## config.mk

```make
export PLATFORM = sky130hd
export DESIGN_NAME = clint
export DESIGN_NICKNAME = d
export VERILOG_FILES = /design/src/rtl/clint_pkg.sv /design/src/rtl/clint_timer.sv /design/src/rtl/clint.sv
export SDC_FILE = /design/constraint.sdc
export NUM_CORES = 1
export LEC_CHECK = 0
export ABC_AREA = 1
export CAP_MARGIN = 10
export CORE_UTILIZATION = 30
export CTS_BUF_LIST = sky130_fd_sc_hd__clkbuf_4 sky130_fd_sc_hd__clkbuf_8
export CTS_CLUSTER_DIAMETER = 50
export DETAILED_ROUTE_END_ITERATION = 10
export HOLD_SLACK_MARGIN = 0.03
export PLACE_DENSITY = 0.59
export SLEW_MARGIN = 10
export SYNTH_ARGS = -nofsm -noshare
export SYNTH_HDL_FRONTEND = slang
export SYNTH_HIERARCHICAL = 1
export SYNTH_SLANG_ARGS = --single-unit
export TNS_END_PERCENT = 10
```

## constraint.sdc

```tcl
create_clock -name clk -period 13.4 [get_ports clk]
set_clock_uncertainty 0.2 [all_clocks]
set_input_delay 2.01 -clock clk [delete_from_list [all_inputs] [get_ports clk]]
set_output_delay 2.01 -clock clk [all_outputs]
set_load 0.005 [all_outputs]
```

## src/rtl/clint_pkg.sv

```systemverilog
// Shared definitions for the CLINT: register offsets within the 64 KiB window,
// the bus handshake state type and a byte-lane merge helper.
package clint_pkg;

    localparam logic [15:0] CLINT_MSIP        = 16'h0000;
    localparam logic [15:0] CLINT_MTIMECMP_LO = 16'h4000;
    localparam logic [15:0] CLINT_MTIMECMP_HI = 16'h4004;
    localparam logic [15:0] CLINT_MTIME_LO    = 16'hBFF8;
    localparam logic [15:0] CLINT_MTIME_HI    = 16'hBFFC;

    typedef enum logic {
        IDLE = 1'b0,
        RESP = 1'b1
    } state_e;

    function automatic logic [31:0] merge_bytes(input logic [31:0] old_val,
                                                input logic [31:0] new_val,
                                                input logic [3:0]  strb);
        logic [31:0] res;
        res = old_val;
        for (int i = 0; i < 4; i++) begin
            if (strb[i]) res[8*i +: 8] = new_val[8*i +: 8];
        end
        return res;
    endfunction

endpackage

```

## src/rtl/clint_timer.sv

```systemverilog
// CLINT timer: optional prescaler (CLINT_PRESCALER_EN), 64-bit mtime with a
// half-word write port, and the registered mtime >= mtimecmp compare.
module clint_timer
    import clint_pkg::*;
#(
    parameter int unsigned rtc_div = 1
) (
    input  logic        clk,
    input  logic        rst,
    input  logic        wr_lo,
    input  logic        wr_hi,
    input  logic [31:0] wdata,
    input  logic [3:0]  wstrb,
    input  logic [63:0] mtimecmp,
    output logic [63:0] mtime,
    output logic        mtip
);

    logic        tick;
    logic [63:0] mtime_q, mtime_d;
    logic        mtip_q, mtip_d;

`ifdef CLINT_PRESCALER_EN
    logic [15:0] presc_q, presc_d;

    always_comb begin
        tick    = (presc_q == 16'(rtc_div - 1));
        presc_d = tick ? 16'd0 : presc_q + 16'd1;
    end

    always_ff @(posedge clk or posedge rst) begin
        if (rst) presc_q <= 16'd0;
        else     presc_q <= presc_d;
    end
`else
    logic unused_div;
    assign unused_div = (rtc_div == 0);
    assign tick       = 1'b1;
`endif

    // A bus write to either half wins over the increment for that cycle.
    always_comb begin
        mtime_d = mtime_q;
        if (wr_lo)      mtime_d[31:0]  = merge_bytes(mtime_q[31:0], wdata, wstrb);
        else if (wr_hi) mtime_d[63:32] = merge_bytes(mtime_q[63:32], wdata, wstrb);
        else if (tick)  mtime_d = mtime_q + 64'd1;
        mtip_d = (mtime_q >= mtimecmp);
    end

    always_ff @(posedge clk or posedge rst) begin
        if (rst) begin
            mtime_q <= 64'd0;
            mtip_q  <= 1'b0;
        end else begin
            mtime_q <= mtime_d;
            mtip_q  <= mtip_d;
        end
    end

    assign mtime = mtime_q;
    assign mtip  = mtip_q;

endmodule

```

## src/rtl/clint.sv

```systemverilog
// CLINT top: two-state bus handshake, address decode, msip and mtimecmp.
// Macro CLINT_PRESCALER_EN enables the rtc_div prescaler inside clint_timer.
module clint
    import clint_pkg::*;
#(
    parameter logic [31:0] clint_base = 32'h0200_0000,
    parameter int unsigned rtc_div    = 1
) (
    input  logic        clk,
    input  logic        rst,
    input  logic        mem_valid,
    input  logic        mem_instr,
    input  logic [31:0] mem_addr,
    input  logic [31:0] mem_wdata,
    input  logic [3:0]  mem_wstrb,
    output logic [31:0] mem_rdata,
    output logic        mem_ready,
    output logic        msip,
    output logic        mtip,
    output logic [63:0] mtime
);

    state_e      state_q, state_d;
    logic [15:0] off_q, off_d;
    logic        win_q, win_d;
    logic [31:0] wdata_q, wdata_d;
    logic [3:0]  wstrb_q, wstrb_d;
    logic [31:0] rdata_q, rdata_d;
    logic        msip_q, msip_d;
    logic [63:0] mtimecmp_q, mtimecmp_d;

    logic [31:0] offset;
    logic [15:0] word_off;
    logic        in_win;
    logic [31:0] rd_val;
    logic        wr_en, wr_mtime_lo, wr_mtime_hi;
    logic        unused_instr;

    assign unused_instr = mem_instr;

    // NOTE: every always_comb output is given a default first so no path leaves it unassigned (no latch).
    always_comb begin
        offset   = mem_addr - clint_base;
        in_win   = (offset[31:16] == 16'd0);
        word_off = {offset[15:2], 2'b00};
        rd_val   = 32'd0;
        if (in_win) begin
            case (word_off)
                CLINT_MSIP:        rd_val = {31'd0, msip_q};
                CLINT_MTIMECMP_LO: rd_val = mtimecmp_q[31:0];
                CLINT_MTIMECMP_HI: rd_val = mtimecmp_q[63:32];
                CLINT_MTIME_LO:    rd_val = mtime[31:0];
                CLINT_MTIME_HI:    rd_val = mtime[63:32];
                default:           rd_val = 32'd0;
            endcase
        end
    end

    // Writes commit from the captured request at the edge that ends RESP.
    always_comb begin
        state_d    = state_q;
        off_d      = off_q;
        win_d      = win_q;
        wdata_d    = wdata_q;
        wstrb_d    = wstrb_q;
        rdata_d    = rdata_q;
        msip_d     = msip_q;
        mtimecmp_d = mtimecmp_q;
        wr_en      = 1'b0;
        case (state_q)
            IDLE: begin
                if (mem_valid) begin
                    state_d = RESP;
                    off_d   = word_off;
                    win_d   = in_win;
                    wdata_d = mem_wdata;
                    wstrb_d = mem_wstrb;
                    rdata_d = rd_val;
                end
            end
            RESP: begin
                state_d = IDLE;
                wr_en   = win_q && (wstrb_q != 4'b0000);
                if (wr_en) begin
                    case (off_q)
                        CLINT_MSIP:        if (wstrb_q[0]) msip_d = wdata_q[0];
                        CLINT_MTIMECMP_LO: mtimecmp_d[31:0]  = merge_bytes(mtimecmp_q[31:0], wdata_q, wstrb_q);
                        CLINT_MTIMECMP_HI: mtimecmp_d[63:32] = merge_bytes(mtimecmp_q[63:32], wdata_q, wstrb_q);
                        default: ;
                    endcase
                end
            end
            default: state_d = IDLE;
        endcase
        wr_mtime_lo = wr_en && (off_q == CLINT_MTIME_LO);
        wr_mtime_hi = wr_en && (off_q == CLINT_MTIME_HI);
    end

    // NOTE: sequential state uses non-blocking assignments so all flops update together at the edge.
    always_ff @(posedge clk or posedge rst) begin
        if (rst) begin
            state_q    <= IDLE;
            off_q      <= 16'd0;
            win_q      <= 1'b0;
            wdata_q    <= 32'd0;
            wstrb_q    <= 4'd0;
            rdata_q    <= 32'd0;
            msip_q     <= 1'b0;
            mtimecmp_q <= '1;
        end else begin
            state_q    <= state_d;
            off_q      <= off_d;
            win_q      <= win_d;
            wdata_q    <= wdata_d;
            wstrb_q    <= wstrb_d;
            rdata_q    <= rdata_d;
            msip_q     <= msip_d;
            mtimecmp_q <= mtimecmp_d;
        end
    end

    clint_timer #(
        .rtc_div (rtc_div)
    ) u_timer (
        .clk      (clk),
        .rst      (rst),
        .wr_lo    (wr_mtime_lo),
        .wr_hi    (wr_mtime_hi),
        .wdata    (wdata_q),
        .wstrb    (wstrb_q),
        .mtimecmp (mtimecmp_q),
        .mtime    (mtime),
        .mtip     (mtip)
    );

    assign mem_ready = (state_q == RESP);
    assign mem_rdata = (state_q == RESP) ? rdata_q : 32'd0;
    assign msip      = msip_q;

endmodule

```

# Word level (Yosys, flattened, before mapping)
# Index checks and enable logic that the tools add are counted.
# word_totals
reg_bits	214
latchBits	0
mem_bits_rw	0
mem_bits_ro	0
output_inout_bits	99
mem_count	0
# classes
n_addsub	2
mul	0
n_div	0
magnitude_cmp	1
eq_ne	17
n_shift	0
n_mux	13
n_bitwise	2
reduce_logical	25
# ops
cell	count
$mux W32	5
$pmux W32 S5	1
$add A64 B1 Y64 const B	1
$ge A64 B64 Y1	1
$eq A14 B13 Y1 const B	4
$eq A14 B14 Y1 const B	4
$reduce_and A4 Y1	9
$logic_not A16 Y1	2
$mux W8	4
$sub A32 B26 Y32 const B	1
$reduce_and A2 Y1	9
$ne A2 B2 Y1 const B	8
$logic_not A14 Y1	1
$reduce_bool A4 Y1	1
$logic_and A1 B1 Y1	3
$mux W1	2
$ne A2 B1 Y1 const B	1
$not A1 Y1	2
$pmux W1 S2	1

# Longest topological paths before layout
# logic_depth
depth_word	6
ltp_mapped	15
mapped_depth_nobuf	15

# Cells and area by module
# The synthesis kept the hierarchy.
# by_module_without_submodules
mod	n_inst	cells_each	area_per_inst_um2	seq_area_each_um2
clint	1	937	7702.4	3808.7
clint_timer	1	1163	6930.4	1626.6

# Worst setup path after synthesis
# Ideal clock, no wire load.
# synth_path
path_type	input-to-reg
from	in mem_addr[25]
to	reg rdata_q[0]
setup_time_ns	0.066
arrival_time_ns	3.100
required_time_ns	13.134
slack_ns	10.035
cell_stages	9
n_path_buf	1
path_cell_list	inv_1 -> ha_1 -> nand2_1 -> nor3b_1 -> nand4_1 -> nor2_4 -> buf_4 -> nand2_1 -> nand2_1
# synth_between
elab_chain_cells	3
# synth_lines
element	line	rtl
from (decl)	clint.sv:13	input logic [31:0] mem_addr,
$sub A32 B26 Y32	clint.sv:43	offset = mem_addr - clint_base;
$logic_not A16 Y1	clint.sv:44	in_win = (offset[31:16] == 16'd0);
$mux W32	clint.sv:47	if (in_win) begin
to (signal assigned)	clint.sv:116	rdata_q <= rdata_d;
to (decl)	clint.sv:28	logic [31:0] rdata_q, rdata_d;
# Every way passes these cells.
# A chain may end at the register's enable or synchronous reset.

# Final worst setup path
# layout_path
from	reg state_q, in the netlist mem_ready
to	out mem_rdata[18]
# layout_between
elab_chain_cells	1
# layout_lines
element	line	rtl
from (decl)	clint.sv:23	state_e state_q, state_d;
from (signal assigned)	clint.sv:111	state_q <= state_d;
$mux W32	clint.sv:137	assign mem_rdata = (state_q == RESP) ? rdata_q : 32'd0;
to (decl)	clint.sv:16	output logic [31:0] mem_rdata,
# Every way passes these cells.

==> reports/qor.csv <==
stage,metric,value,unit
floorplanning,std_cell_rows,80,
final_layout,syn_to_final_growth,21.9,%
power,p_comb_share,6.8,%
floorplanning,floorplan.core_area,47900,um^2
logic_synthesis,synth.net_count,2238,
floorplanning,top_level_ports,171,
placement,dp.final_hpwl,42400,um
detailed_routing,drt-vias-per-instance,5.12,
floorplanning,die_width,223,um
global_route,first_global_vias,14300,
logic_synthesis,yosys.area_share.simple,36.2,%
final_layout,final_cell_mix,"sky130_fd_sc_hd__nand2_1, sky130_fd_sc_hd__inv_1, sky130_fd_sc_hd__nor2_1, sky130_fd_sc_hd__nand3_1, sky130_fd_sc_hd__clkdlybuf4s50_1",
power,swShare,26.0,%
power,clock_power_share,48.1,%
logic_synthesis,synth_top_family_by_area,simple AND/OR/NAND/NOR gates,
timing,setup-tns-final,0,ps
setup_path,critical_path.startpoint_type,flop,
logic_synthesis,yosys.area.top_type,sky130_fd_sc_hd__dfrtp_1,
logic_synthesis,synth-xor-area-share,0.958,%
job,maxCapViolCount,0,
clock_network,insertion_delay_to_the_later_sink_of_the_worst_skew_pair,580,ps
clock_network,clk_pin_slew_worst_paths,60,ps
logic_synthesis,synth.mux.area_fraction,0,%
power,power.density_cell_area,86.0,nW/um^2
timing,finalMaxSlewViolations,0,
detailed_routing,detail_route.iter0.violations,1386,
clock_network,postCtsSetupRepairBufs,0,
timing,setup_viol_count_final,0,
logic_synthesis,netlist.area_leader.share,25.7,%
clock_network,clk_path_buf_depth,3,
timing,unrepaired_setup_endpoints_after_global_routing,no,
timing,timing_worst_slew_pin_value,1100,ps
final_layout,final-instance-count-excl-fill,2909,
logic_synthesis,yosysWarningCount,6,
power,static_leakage_power,8.00,nW
detailed_routing,residual_antenna_violating_net_count_after_detailed_routing,0,
timing,timing.final.crit_share,34.8,%
floorplanning,initial_core_utilization,30.5,%
placement,numPlacedInstances,2830,
timing,final_hold_viol_count,0,
logic_synthesis,ys_top_cells_by_area,"sky130_fd_sc_hd__dfrtp_1, sky130_fd_sc_hd__nand2_1, sky130_fd_sc_hd__dfstp_2, sky130_fd_sc_hd__nand3_1, sky130_fd_sc_hd__inv_1",
setup_path,worstSetupPathType,flop to output pin,
setup_path,critical_path_required,11190,ps
detailed_routing,wl_per_cell,19.5,um
logic_synthesis,count_of_flip_flops_with_a_built_in_enable_after_synthesis,0,
timing,timing.slew.headroom,26.4,%
setup_path,kind_of_cell_with_the_highest_combined_delay_on_the_critical_path,flip-flops,
clock_network,holdBufCountCts,0,
logic_synthesis,syn-cell-area,14600,um^2
logic_synthesis,syn_avg_cell_area,6.97,um^2
timing,final_period_minus_worst_setup_slack,4670,ps
timing,max_clock_freq,214,MHz
logic_synthesis,postSynthRegisterBits,214,
final_layout,final_common_cell,sky130_fd_sc_hd__nand2_1,
logic_synthesis,syn_inst,2100,
placement,finalWeightedCongestion,0.936,
logic_synthesis,post_synthesis_async_set_or_reset_flop_share,100,%
setup_path,timing.critical_path.arrival,2460,ps
detailed_routing,detail_route.first_pass.iterations,5,
clock_network,numCtsBuffers,42,
global_route,global_route_wire_length_before_repair,85400,um
global_route,global_route.overflow_total,0,
setup_path,crit_buf_inv,2,
detailed_routing,detailroute.via_count,14900,
clock_network,root_buffer,sky130_fd_sc_hd__clkbuf_8,
logic_synthesis,synth-seq-area-share,37.1,%
logic_synthesis,area_fraction_in_compound_gates_after_synthesis,10.9,%
final_layout,seqCellArea,5440,um^2
setup_path,crit_path_end_kind,output pin,
power,power_switching,0.398,mW
logic_synthesis,synth_ff_type,sky130_fd_sc_hd__dfrtp_1,
clock_network,cts.sink_count,214,
floorplanning,die_y,223,um
setup_path,worstPathMaxFanout,39,
placement,port_buffers,167,
setup_path,worstPathCellList,"nand2_1, inv_1, clkdlybuf4s50_1",
run_status,run_status,completed,
final_layout,layout.nets,2397,
final_layout,num-fill-cells,5048,
power,share_seq_of_total_power,45.1,%
logic_synthesis,post_synth_fa_ha_maj_area_fraction,5.64,%
global_route,maximum_number_of_pins_on_one_net_before_global_route_repair,92,
floorplanning,die-area,49700,um^2
power,cellInternalPower,1.14,mW
final_layout,drive_gt1_share,13.2,%
clock_network,post_cts_resize_count,0,
global_route,grt_antenna_before_repair,1,
global_route,grt_use_total,22.7,%
clock_network,ctsHtreeMaxLevel,2,
detailed_routing,wirelength,56600,um
clock_network,cts_tree,done,
setup_path,slowest_stage_cell_crit_path,sky130_fd_sc_hd__dfrtp_2,
setup_path,critical_path.max_stage_delay,990,ps
logic_synthesis,post_synth_num_cell_types,47,
power,power.ir.vdd_worst,53.1,uV
final_layout,multi_input_area,7880,um^2
worst_hold_path,hold_path_class,flop to flop,
detailed_routing,drc,0,
Yosys cell counts, types with 16 or more instances:
| library cell | number |
|---|---|
| sky130_fd_sc_hd__nand2_1 | 670 |
| sky130_fd_sc_hd__inv_1 | 247 |
| sky130_fd_sc_hd__nor2_1 | 205 |
| sky130_fd_sc_hd__nand3_1 | 194 |
| sky130_fd_sc_hd__dfrtp_1 | 150 |
| sky130_fd_sc_hd__o21ai_0 | 105 |
| sky130_fd_sc_hd__ha_1 | 66 |
| sky130_fd_sc_hd__a21oi_1 | 65 |
| sky130_fd_sc_hd__dfstp_2 | 64 |
| sky130_fd_sc_hd__o21ai_2 | 62 |
| sky130_fd_sc_hd__nand4_1 | 58 |
| sky130_fd_sc_hd__clkbuf_1 | 38 |
| sky130_fd_sc_hd__nand2_2 | 17 |
| sky130_fd_sc_hd__o21ai_1 | 17 |
| sky130_fd_sc_hd__inv_2 | 16 |
power groups by stage:
stage	registers (mW)	logic (mW)	clock network, mW
after floorplan	0.689	0.0616	0
after detailed placement	0.703	0.106	0
after CTS	0.692	0.106	0.753
final	0.693	0.104	0.738
after global placement	0.702	0.103	0
after global routing	0.695	0.118	0.781
area by class of cell:
| cell class | instances | share of cell area, % |
|---|---|---|
| multi-input combinational | 1551 | 44.2 |
| timing repair buffer | 185 | 10.1 |
| inverter | 265 | 5.60 |
| sequential | 214 | 30.5 |
| tap | 615 | 4.31 |
| clock inverter | 9 | 0.610 |
| antenna | 1 | 0.0140 |
| clock buffer | 69 | 4.69 |
per-layer routing:
metal  routed length, um  track usage (%)  up-vias
met4                1630             7.05        0
met3                4260             4.20       90
met5                   0                0        -
met2               25200             36.2      583
met1               25500             31.1     7146
li1                    -                -     7089
logic make-up (layout without fill, tap and decap cells):
kind of cell             Yosys count  count (layout)
AND/OR/NAND/NOR                 1203            1203
adder cells (fa/ha/maj)           66              66
other                              0               1
XOR/XNOR                          16              16
flip-flops                       214             214
buffers and inverters            335             528
AO/OA/AOI/OAI                    266             266
registers in the layout, indices dropped and copies added, names as in the netlist:
register / cells
u_timer/mtime: 64
msip: 1
wstrb_q: 4
win_q: 1
mtimecmp_q: 64
mem_ready: 1
u_timer/mtip: 1
rdata_q: 32
wdata_q: 32
off_q: 14
worst min-delay path: cells and delay by family (launching register included):
kind,cells,cell delay (ps)
flops,1,340
simple gates,2,100
worst paths after layout:
kind,startpoint,end,slack [ps],cells past startpoint
min in group asynchronous,rst,rdata_q[14],1820,2
min reg2reg,rdata_q[11],rdata_q[11],280,2
max in group asynchronous,rst,mem_ready,9780,3
min,rdata_q[11],rdata_q[11],280,2
max,mem_ready,mem_rdata[18],8730,3
max reg2reg,mem_ready,u_timer/mtime[54],9710,9
through the flow:
step	total power [mW]	util [%]	hold slack (ps)	instance area, um^2	setup slack [ps]
floorplan	0.750	-	249	14600	7290
finish	1.53	37.2	280	17800	8730
global placement	0.805	35.2	269	16900	8310
detailed placement	0.808	35.2	266	16900	8290
CTS	1.55	37.2	282	17800	8700
global route	1.59	37.2	291	17800	8630
Power figures use the tool's default switching activity.
